--- config.mk ---
export PLATFORM = sky130hd
export DESIGN_NAME = uart_tx_engine
export DESIGN_NICKNAME = d
export VERILOG_FILES = /design/src/rtl/uart_tx_engine.sv
export SDC_FILE = /design/constraint.sdc
export NUM_CORES = 1
export LEC_CHECK = 0
export CAP_MARGIN = 40
export CORE_MARGIN = 3
export CORE_UTILIZATION = 50
export DETAILED_ROUTE_END_ITERATION = 6
export HOLD_SLACK_MARGIN = 0.02
export PLACE_DENSITY = 0.67
export SKIP_CTS_REPAIR_TIMING = 1
export SLEW_MARGIN = 20
export SYNTH_ARGS = -nofsm -noshare
export SYNTH_HDL_FRONTEND = slang
export SYNTH_SLANG_ARGS = --single-unit
export TNS_END_PERCENT = 1
--- constraint.sdc ---
create_clock -name SysClk -period 6.7 [get_ports SysClk]
set_clock_uncertainty 0.05 [all_clocks]
set_input_delay 1.005 -clock SysClk [delete_from_list [all_inputs] [get_ports SysClk]]
set_output_delay 1.005 -clock SysClk [all_outputs]
set_load 0.02 [all_outputs]
--- src/rtl/uart_tx_engine.sv ---
// UART transmitter with an integrated TX FIFO, runtime parity, line break
// generation and overflow flagging; queued words go out as back-to-back frames.
module uart_tx_engine #(
  parameter int SYSCLK_RATE = 1000000,
  parameter int BAUD_RATE   = 9600,
  parameter int DATA_BITS   = 8,
  parameter int STOP_BITS   = 2,
  parameter int FIFO_WIDTH  = 4
) (
  input  logic                 SysClk,
  input  logic                 Reset,
  input  logic [DATA_BITS-1:0] WrData,
  input  logic                 WrEn,
  input  logic [1:0]           ParityMode,
  input  logic                 SendBreak,
  output logic                 Tx,
  output logic                 Busy,
  output logic                 Empty,
  output logic                 Full,
  output logic [FIFO_WIDTH:0]  Count,
  output logic                 Overflow
);

  localparam int DIVISOR = SYSCLK_RATE / BAUD_RATE;
  localparam int MINBRK  = (DATA_BITS + 4) * DIVISOR;
  localparam int DEPTH   = 2 ** FIFO_WIDTH;
  localparam int CW      = FIFO_WIDTH + 1;
  localparam int CNT_W   = (DIVISOR > 1) ? $clog2(DIVISOR) : 1;
  localparam int BRK_W   = $clog2(MINBRK + 1);
  localparam int BIT_W   = (DATA_BITS > 1) ? $clog2(DATA_BITS) : 1;

  localparam logic [CNT_W-1:0] BAUD_LAST = CNT_W'(DIVISOR - 1);
  localparam logic [BRK_W-1:0] BRK_LAST  = BRK_W'(MINBRK - 1);
  localparam logic [BIT_W-1:0] BIT_LAST  = BIT_W'(DATA_BITS - 1);
  localparam logic             STOP_LAST = (STOP_BITS == 2);
  localparam logic [CW-1:0]    DEPTH_V   = CW'(DEPTH);

  if (DIVISOR < 2) begin : g_bad_divisor
    $error("uart_tx_engine: DIVISOR %0d must be at least 2", DIVISOR);
  end
  if (DATA_BITS < 1 || DATA_BITS > 8) begin : g_bad_data_bits
    $error("uart_tx_engine: DATA_BITS %0d outside 1..8", DATA_BITS);
  end
  if (STOP_BITS < 1 || STOP_BITS > 2) begin : g_bad_stop_bits
    $error("uart_tx_engine: STOP_BITS %0d outside 1..2", STOP_BITS);
  end
  if (FIFO_WIDTH < 1 || FIFO_WIDTH > 16) begin : g_bad_fifo_width
    $error("uart_tx_engine: FIFO_WIDTH %0d outside 1..16", FIFO_WIDTH);
  end

  typedef enum logic [2:0] {IDLE, START, DATA, PARITY, STOP, BREAK} state_t;

  state_t               state;
  logic [CNT_W-1:0]     baud_cnt;
  logic [BRK_W-1:0]     brk_cnt;
  logic [BIT_W-1:0]     bit_idx;
  logic [BIT_W-1:0]     next_idx;
  logic                 stop_idx;
  logic [DATA_BITS-1:0] shift_data;
  logic                 par_en;
  logic                 par_bit;

  logic [DATA_BITS-1:0]  mem [DEPTH];
  logic [FIFO_WIDTH-1:0] wr_ptr;
  logic [FIFO_WIDTH-1:0] rd_ptr;
  logic [CW-1:0]         count_next;
  logic [DATA_BITS-1:0]  head;
  logic                  head_par_en;
  logic                  head_par_bit;
  logic                  wr_ok;
  logic                  pop;
  logic                  bit_end;
  logic                  stop_done;

  assign wr_ok        = WrEn && !Full;
  assign head         = mem[rd_ptr];
  assign head_par_en  = (ParityMode == 2'b01) || (ParityMode == 2'b10);
  assign head_par_bit = (ParityMode == 2'b01) ? ^head : ~^head;
  assign bit_end      = (baud_cnt == BAUD_LAST);
  assign next_idx     = bit_idx + 1'b1;
  assign stop_done    = (state == STOP) && bit_end && (stop_idx == STOP_LAST);
  // A pop happens only where the FSM starts a new frame; SendBreak always wins.
  assign pop          = !Empty && !SendBreak && ((state == IDLE) || stop_done);

  always_comb begin
    count_next = Count;
    if (wr_ok && !pop) begin
      count_next = Count + 1'b1;
    end else if (pop && !wr_ok) begin
      count_next = Count - 1'b1;
    end
  end

  always_ff @(posedge SysClk) begin
    if (wr_ok) begin
      mem[wr_ptr] <= WrData;
    end
  end

  always_ff @(posedge SysClk) begin
    if (Reset) begin
      wr_ptr   <= '0;
      rd_ptr   <= '0;
      Count    <= '0;
      Full     <= 1'b0;
      Empty    <= 1'b1;
      Overflow <= 1'b0;
    end else begin
      if (wr_ok) begin
        wr_ptr <= wr_ptr + 1'b1;
      end
      if (pop) begin
        rd_ptr <= rd_ptr + 1'b1;
      end
      Count    <= count_next;
      Full     <= (count_next == DEPTH_V);
      Empty    <= (count_next == '0);
      Overflow <= WrEn && Full;
    end
  end

  // Every transition happens on a bit boundary, so the baud counter wraps to 0 on state entry.
  always_ff @(posedge SysClk) begin
    if (Reset) begin
      state      <= IDLE;
      baud_cnt   <= '0;
      brk_cnt    <= '0;
      bit_idx    <= '0;
      stop_idx   <= 1'b0;
      shift_data <= '0;
      par_en     <= 1'b0;
      par_bit    <= 1'b0;
      Tx         <= 1'b1;
      Busy       <= 1'b0;
    end else begin
      baud_cnt <= bit_end ? '0 : baud_cnt + 1'b1;
      case (state)
        IDLE: begin
          baud_cnt <= '0;
          brk_cnt  <= '0;
          if (SendBreak) begin
            state <= BREAK;
            Tx    <= 1'b0;
            Busy  <= 1'b1;
          end else if (!Empty) begin
            state      <= START;
            Tx         <= 1'b0;
            Busy       <= 1'b1;
            shift_data <= head;
            par_en     <= head_par_en;
            par_bit    <= head_par_bit;
          end
        end
        START: begin
          if (bit_end) begin
            state   <= DATA;
            bit_idx <= '0;
            Tx      <= shift_data[0];
          end
        end
        DATA: begin
          if (bit_end) begin
            if (bit_idx == BIT_LAST) begin
              if (par_en) begin
                state <= PARITY;
                Tx    <= par_bit;
              end else begin
                state    <= STOP;
                stop_idx <= 1'b0;
                Tx       <= 1'b1;
              end
            end else begin
              bit_idx <= next_idx;
              Tx      <= shift_data[next_idx];
            end
          end
        end
        PARITY: begin
          if (bit_end) begin
            state    <= STOP;
            stop_idx <= 1'b0;
            Tx       <= 1'b1;
          end
        end
        STOP: begin
          if (bit_end) begin
            if (stop_idx == STOP_LAST) begin
              if (SendBreak) begin
                state   <= BREAK;
                brk_cnt <= '0;
                Tx      <= 1'b0;
              end else if (!Empty) begin
                state      <= START;
                Tx         <= 1'b0;
                shift_data <= head;
                par_en     <= head_par_en;
                par_bit    <= head_par_bit;
              end else begin
                state <= IDLE;
                Tx    <= 1'b1;
                Busy  <= 1'b0;
              end
            end else begin
              stop_idx <= 1'b1;
            end
          end
        end
        BREAK: begin
          // brk_cnt saturates once the minimum break time has been served.
          if (brk_cnt != BRK_LAST) begin
            brk_cnt <= brk_cnt + 1'b1;
          end else if (!SendBreak) begin
            state <= IDLE;
            Tx    <= 1'b1;
            Busy  <= 1'b0;
          end
        end
        default: begin
          state <= IDLE;
          Tx    <= 1'b1;
          Busy  <= 1'b0;
        end
      endcase
    end
  end

endmodule

==> impl_metrics.tcl, run 1 <==
set metrics [dict create \
    hpwl_mm 9.53 \
    io_buffers 23 \
    cts_root_buffer "clkbuf_16" \
    synth-seq-cells 185 \
    place_ws_ps 3140 \
    rsz0062_at_grt "no" \
    totalWireLength_mm 14.8 \
    status "finished clean" \
    clkTransAtPathRegs_ps 70 \
    antenna_cells 0 \
    slew_headroom_pct 42.9 \
    drtPass1Iterations 5 \
    avgSynthCellArea_sq_um 14.7 \
    max_freq_ghz 0.322 \
    cts.htree.levels 4 \
    grt_first_pass_wirelength_mm 23.4 \
    die_h_um 131 \
    initial_core_util_pct 52.3 \
    synth_fp_nets 554 \
    async_flop_share_pct 0 \
    cts_made_buffers 17 \
    drt.antenna.violating_nets 0 \
    synth_edf_count 128 \
    num_vias 4403 \
    cp-startpoint "SendBreak" \
    pin_count 24 \
    hold_path_class "flip-flop to flip-flop" \
    syn_to_final_growth_pct 13.1 \
    worst_ep_arrival_time_ps 3440 \
    setup_ws_ps 3590 \
    p_leak_nw 2.90 \
    nFillCells 1110 \
    clockBufferDepth 2 \
    yosysSeqAreaShare_pct 64.1 \
    viasPerCell 5.86 \
    post_drt_wl_per_cell_um 19.7 \
    synth_ff_type "edfxtp_1" \
    grt_max_degree 38 \
    final_max_slew_viol_count 0 \
    multiInputGateArea_sq_um 2600 \
    seq_area_sq_um 4990 \
    endpoint_kind "flip-flop" \
    min_from "Full" \
    antenna_found_initial 0 \
    synth_top_area_cell "edfxtp_1" \
    final.period_utilization_pct 46.4 \
    grt_overflow 0 \
    cp-start-kind "input port" \
    synthTopCellsByArea "edfxtp_1, dfxtp_1, mux4_2" \
    gp_congestion 0.928 \
    dpl-instance-area_sq_um 8120 \
    max_cap_violations 0 \
    clock_latency_ps 430 \
    worst-path-max-fanout 17 \
    fin_crit_ps 3110 \
    synth_top_area_share_pct 49.4 \
    drt_iter0_drc 333 \
    cts_tree "yes" \
    p_total_mw 2.91 \
    cts.sinks 185 \
    path_class "input port to flip-flop" \
    netlist_area_sq_um 7780 \
    finalSetupTns_ps 0 \
    dieArea_sq_um 17100 \
    hold_ws_ps 399 \
    grt_pass1_vias 4408 \
    yosysUniqueCellTypes 61 \
    finalNetCount 581 \
    setup_violations 0 \
    design_area_sq_um 8790 \
    rows 44 \
    required_ps 7030 \
    coreArea_sq_um 14900 \
    yosysWarnings 0 \
    worst_pin_slew_ps 854 \
    drive_gt1_share_pct 13.9 \
    die_x_um 131 \
    hold_viol_final 0 \
    grt_use_total_pct 18.6 \
    synthCells 528 \
    drc 0 \
    p_per_area_nw_per_um2 331 \
    vdd_drop_max_uv 248 \
]
registers in the layout, indices dropped and copies added, names as in the netlist, named ones only:
name,count
rd_ptr,4
state,3
Tx,1
Full,1
Count,5
par_en,1
bit_idx,3
Empty,1
wr_ptr,4
Busy,1
par_bit,1
stop_idx,1
mem,128
brk_cnt,11
baud_cnt,7
shift_data,8
Overflow,1
placed cells by master (no fill, tap or decap), types with 4 or more instances in the layout:
cell and count:
a211oi_1 6, a21oi_1 15, a22oi_1 5, buf_4 8
clkbuf_16 17, clkdlybuf4s50_1 23, dfxtp_1 55, edfxtp_1 128
ha_1 12, inv_1 10, inv_8 5, mux4_1 16
mux4_2 22, nand2_1 30, nand2b_1 5, nand3_1 16
nand4_1 6, nor2_1 60, nor2b_1 6, nor3_1 6
nor3_2 4, nor4_1 4, o21ai_0 19, o22ai_1 4
or3_1 6, xnor2_1 15, xor2_1 9
final timing paths:
kind	depth (start not counted)	slack, ps	to
min	2	400	Overflow
max reg2reg	7	3670	par_bit
min reg2reg	2	400	Overflow
max	6	3590	Full
cell type report:
| type | count | area share [%] |
|---|---|---|
| multi-input cells | 307 | 29.6 |
| clock buffers | 17 | 4.84 |
| repair buffers | 34 | 3.76 |
| inverters | 10 | 0.427 |
| flip-flops and latches | 185 | 56.7 |
| clock inverters | 15 | 2.03 |
| well taps | 184 | 2.62 |
cell families (layout without fill, tap and decap cells):
family / after synthesis / in the layout / share of synthesized area [%]
xor+xnor: 28 / 28 / 3.80
fa+ha+maj: 12 / 12 / 1.93
compound gates: 68 / 68 / 5.68
mux: 42 / 42 / 12.3
simple gates: 157 / 157 / 9.51
flops: 185 / 185 / 64.1
buf+inv: 36 / 76 / 2.69
per-stage QoR:
step           utilization (%)  cells
6_report                  59.2    752
5_1_grt                   59.2    752
4_1_cts                   58.7    746
3_5_place_dp              54.7    714
3_3_place_gp              54.4    712
2_1_floorplan                -    528
layer usage:
layer  up-vias  GRT usage [%]  routed length (um)
li1       2079              -                   -
met1      2225           24.2                6530
met2        81           30.9                7470
met3        18           4.23                 560
met4         0           6.35                 221
met5         -              0                   0
critical path, stage by stage:
cell	delay, ps
clkdlybuf4s50_1	480
or3_1	580
nor2_2	620
a2bb2oi_1	270
xor2_1	250
and4_1	220
report_power, final:
part / switching [mW] / internal [mW] / total, mW
Sequential: 0.0564 / 1.28 / 1.33
Clock: 0.458 / 0.564 / 1.02
Combinational: 0.297 / 0.255 / 0.552
synth_stat cells (12+ instances only):
cell        n
nand2_1    30
clkbuf_1   14
o21ai_0    19
mux4_1     16
dfxtp_1    57
xnor2_1    15
mux4_2     22
ha_1       12
nand3_1    16
a21oi_1    15
nor2_1     60
edfxtp_1  128
Power figures use the tool's default switching activity.
==> run 2, diff against run 1 <==
Clock period 6.7 ns to 3.1 ns, I/O delays scaled along.
==> run 2 against run 1 <==
Against the previous run: non-clock buffer count grew 14; wire length shrank 3.2%; global-route usage shrank 0.23 points; combinational power grew 120%; sequential share of layout area shrank 0.38 points; count of clock-buffer cells in the layout is the same; via count shrank 0.25%; worst hold slack gained 1.6 ps; flip-flop and latch count is the same; register-to-register slack lost 3300 ps; worst setup slack lost 3200 ps.
==> impl_metrics.tcl, run 2 (synthesized netlist as in run 1, its figures left out) <==
set metrics [dict create \
    pin_count 24 \
    setup_ws_ps 347 \
    finalNetCount 595 \
    grt_max_degree 33 \
    drt.antenna.violating_nets 0 \
    final_max_slew_viol_count 0 \
    worstRegToRegCells 6 \
    regMostFlops "mem" \
    worst-path-max-fanout 31 \
    final.period_utilization_pct 88.8 \
    worst_ep_arrival_time_ps 3050 \
    grt_first_pass_wirelength_mm 23.1 \
    antenna_cells 0 \
    clkTransAtPathRegs_ps 70 \
    drive_gt1_share_pct 14.9 \
    worst_pin_slew_ps 760 \
    post_drt_wl_per_cell_um 18.7 \
    viasPerCell 5.73 \
    cts_root_buffer "clkbuf_16" \
    largest_register_ffs 128 \
    hold_depth 1 \
    die_x_um 131 \
    cts.sinks 185 \
    layout_common_cells "edfxtp_1, nor2_1, dfxtp_1" \
    path_class "flip-flop to flip-flop" \
    hold_ws_ps 401 \
    cts_made_buffers 17 \
    io_buffers 23 \
    place_inst 733 \
    antenna_found_initial 0 \
    hold_viol_final 0 \
    drt_iter0_drc 292 \
    setup_violations 0 \
    rsz0062_at_grt "no" \
    cp-start-kind "flip-flop" \
    dieArea_sq_um 17100 \
    rows 44 \
    grt_overflow 0 \
    rrSetupSlack_ps 350 \
    die_h_um 131 \
    status "finished clean" \
    endpoint_kind "flip-flop" \
    stdcell_count 766 \
    slew_headroom_pct 49.2 \
    p_per_area_nw_per_um2 691 \
    grt_pass1_vias 4423 \
    min_from "baud_cnt[0]" \
    gp_congestion 0.973 \
    mostFrequentLayoutCell "edfxtp_1" \
    hold-path-endpoint "baud_cnt[0]" \
    initial_core_util_pct 52.3 \
    fin_crit_ps 2750 \
    syn_to_final_growth_pct 13.8 \
    max_freq_ghz 0.363 \
    required_ps 3400 \
    cts_tree "yes" \
    drc 0 \
    max_cap_violations 0 \
    hold_path_class "flip-flop to flip-flop" \
    clockBufferDepth 2 \
    num_vias 4392 \
    place_ws_ps 267 \
    r2r_end "par_bit" \
    coreArea_sq_um 14900 \
    nFillCells 1110 \
    cts.htree.levels 4 \
    clock_latency_ps 430 \
    totalWireLength_mm 14.3 \
    drtPass1Iterations 4 \
    hpwl_mm 9.64 \
    reg_top3 "mem (128), brk_cnt (11), shift_data (8)" \
    grt_use_total_pct 18.3 \
    p_leak_nw 2.95 \
    vdd_drop_max_uv 528 \
    finalSetupTns_ps 0 \
]
==> run 2: cell count changes in the layout (fill, tap and decap cells not counted), moves of 2 or more <==
cell / delta
bufinv_16: -2
inv_6: +4
nor3_1: +4
inv_8: -2
clkinv_4: -2
buf_12: +3
buf_4: +13
nor3_2: -4
==> run 2: area by class of cell <==
type | count | area, sq um | area share, %
timing repair buffer | 48 | 455 | 5.15
tap | 184 | 230 | 2.60
sequential | 185 | 4990 | 56.3
clock inverter | 15 | 131 | 1.48
multi-input combinational | 307 | 2580 | 29.2
inverter | 10 | 37.5 | 0.424
clock buffer | 17 | 425 | 4.81
==> run 2: per-stage QoR <==
stage	power, mW	instance area (sq um)	util (%)
2_1_floorplan	3.84	7780	-
3_3_place_gp	4.09	8290	55.7
3_5_place_dp	4.13	8290	55.7
4_1_cts	6.16	8840	59.5
5_1_grt	6.41	8850	59.5
6_report	6.11	8850	59.5
==> run 2: worst max-delay path by stage <==
stage / from / endpoint
floorplan: flip-flop / par_bit
global placement: flip-flop / par_bit
detailed placement: baud_cnt[0] / Full
CTS: baud_cnt[0] / Full
global route: baud_cnt[3] / Full
finish: flip-flop / par_bit
==> run 2: critical path, cell delays in order, from the launching register on <==
cell and delay [ps]:
dfxtp_2 370, buf_12 250, mux4_1 640, mux4_2 510, xnor3_1 230, xnor3_1 400, a211oi_2 210
==> run 2: report_power, final <==
part,internal [mW],switching (mW)
clock,1.06,0.976
sequential,2.76,0.121
combinational,0.569,0.628
==> run 2: routing by layer <==
layer  vias up  global-route usage [%]  wire length [um]
met4         0                    7.32               229
li1       2108                       -                 -
met1      2189                    23.4              6410
met2        78                    30.8              7180
met5         -                       0                 0
met3        17                    3.94               481
==> run 3, diff against run 2 <==
Settings changed: CORE_UTILIZATION 50 to 53, GPL_ROUTABILITY_DRIVEN set to 0, PLACE_DENSITY 0.67 to 0.7, SETUP_SLACK_MARGIN set to 0.3.
==> run 3 against run 2 <==
Against the previous run: critical path type unchanged; flip-flop and latch count stayed put; sequential power hardly changed; design area is 0.18% higher; register-to-register slack better by 60 ps.
==> impl_metrics.tcl, run 3 (synthesized netlist as in run 1, its figures left out) <==
set metrics [dict create \
    grt_first_pass_wirelength_mm 23.0 \
    totalWireLength_mm 14.1 \
    path_common_cell "mux4_2" \
    grt_overflow 0 \
    finalSetupTns_ps 0 \
    initial_core_util_pct 55.2 \
    fin_crit_ps 2700 \
    endpoint_kind "flip-flop" \
    pin_count 24 \
    reg_top3 "mem (128), brk_cnt (11), shift_data (8)" \
    mostFrequentLayoutCell "edfxtp_1" \
    cts.sinks 185 \
    setup_violations 0 \
    cts_tree "yes" \
    grtUsageMet3_pct 4.89 \
    max_cap_violations 0 \
    hold_ws_ps 398 \
    cp_num_buf_inv 1 \
    grt_pass1_vias 4402 \
    io_buffers 23 \
    viasPerCell 5.87 \
    worst_ep_arrival_time_ps 3000 \
    top_usage_layer "met2" \
    max_freq_ghz 0.371 \
    coreArea_sq_um 14100 \
    drt_iter0_drc 494 \
    clock_latency_ps 440 \
    vdd_drop_max_uv 540 \
    drc 0 \
    largest_register_ffs 128 \
    slowest_delay_ps 570 \
    antenna_found_initial 0 \
    p_total_mw 6.20 \
    p_per_area_nw_per_um2 699 \
    gr-usage-met2_pct 31.2 \
    p_leak_nw 2.95 \
    grt_use_total_pct 18.7 \
    path_class "flip-flop to flip-flop" \
    rows 43 \
    post_drt_wl_per_cell_um 18.5 \
    die_h_um 127 \
    antenna_cells 0 \
    met1_usage_pct 24.2 \
    grt_max_degree 33 \
    final_max_slew_viol_count 0 \
    num_vias 4465 \
    finalNetCount 594 \
    slowest_stage "mux4_2" \
    hold_path_class "flip-flop to flip-flop" \
    final.period_utilization_pct 86.9 \
    hold_viol_final 0 \
    cts.htree.levels 4 \
    hpwl_mm 9.34 \
    syn_to_final_growth_pct 14.0 \
    worst-path-max-fanout 32 \
    rsz0062_at_grt "yes" \
    layout_common_cells "edfxtp_1, nor2_1, dfxtp_1" \
    cp-start-kind "flip-flop" \
    clkTransAtPathRegs_ps 70 \
    drive_gt1_share_pct 15.0 \
    drt.antenna.violating_nets 0 \
    dieArea_sq_um 16200 \
    path_cells "buf_12, mux4_2, mux4_2, xor2_1, xnor2_2, xnor3_1, a211oi_2" \
    cts_made_buffers 17 \
    regMostFlops "mem" \
    cts_root_buffer "clkbuf_16" \
    worst_pin_slew_ps 809 \
    die_x_um 127 \
    required_ps 3410 \
    clockBufferDepth 2 \
    slew_headroom_pct 45.9 \
    crit_family "multiplexers" \
    drtPass1Iterations 4 \
    status "finished clean" \
]
## run 3: cell count changes in the layout (fill, tap and decap cells not counted)
cell,previous run,this run
buf_2,0,1
bufinv_16,0,1
buf_12,3,2
clkinv_8,1,2
clkinv_2,2,0
clkbuf_4,1,0
o21ai_0,19,18
inv_6,6,3
clkinv_1,1,0
inv_8,3,4
clkinv_4,0,3
o21ai_1,0,1
## run 3: through the flow
step / instance area, sq um / utilization, % / instances / setup slack [ps]
after floorplan: 7780 / - / 528 / 548
after global placement: 8260 / 58.6 / 728 / 389
after detailed placement: 8270 / 58.6 / 729 / 289
after CTS: 8870 / 62.9 / 761 / 382
after global routing: 8870 / 62.9 / 761 / 251
final: 8870 / 62.9 / 761 / 405
## run 3: worst paths after layout
path | from | depth (start not counted) | end | slack (ps)
hold / removal | baud_cnt[0] | 1 | baud_cnt[0] | 400
setup reg to reg | flip-flop | 7 | par_bit | 400
setup / recovery | flip-flop | 7 | par_bit | 400
hold reg to reg | baud_cnt[0] | 1 | baud_cnt[0] | 400
## run 3: layout make-up
type | count | area (sq um)
clock buffers | 17 | 425
clock inverters | 15 | 175
fillers | 1031 | 5230
inverters | 10 | 37.5
multi-input cells | 307 | 2580
flip-flops and latches | 185 | 4990
well taps | 180 | 225
repair buffers | 47 | 433
## run 3: routing by layer
metal,vias to the layer above,wire (um)
met5,-,0
met3,20,617
met2,121,7030
met1,2221,6250
met4,0,216
li1,2103,-
## run 3: power by group
part           internal (mW)  switching (mW)
Combinational          0.564           0.619
Sequential              2.76           0.124
Clock                   1.15           0.979
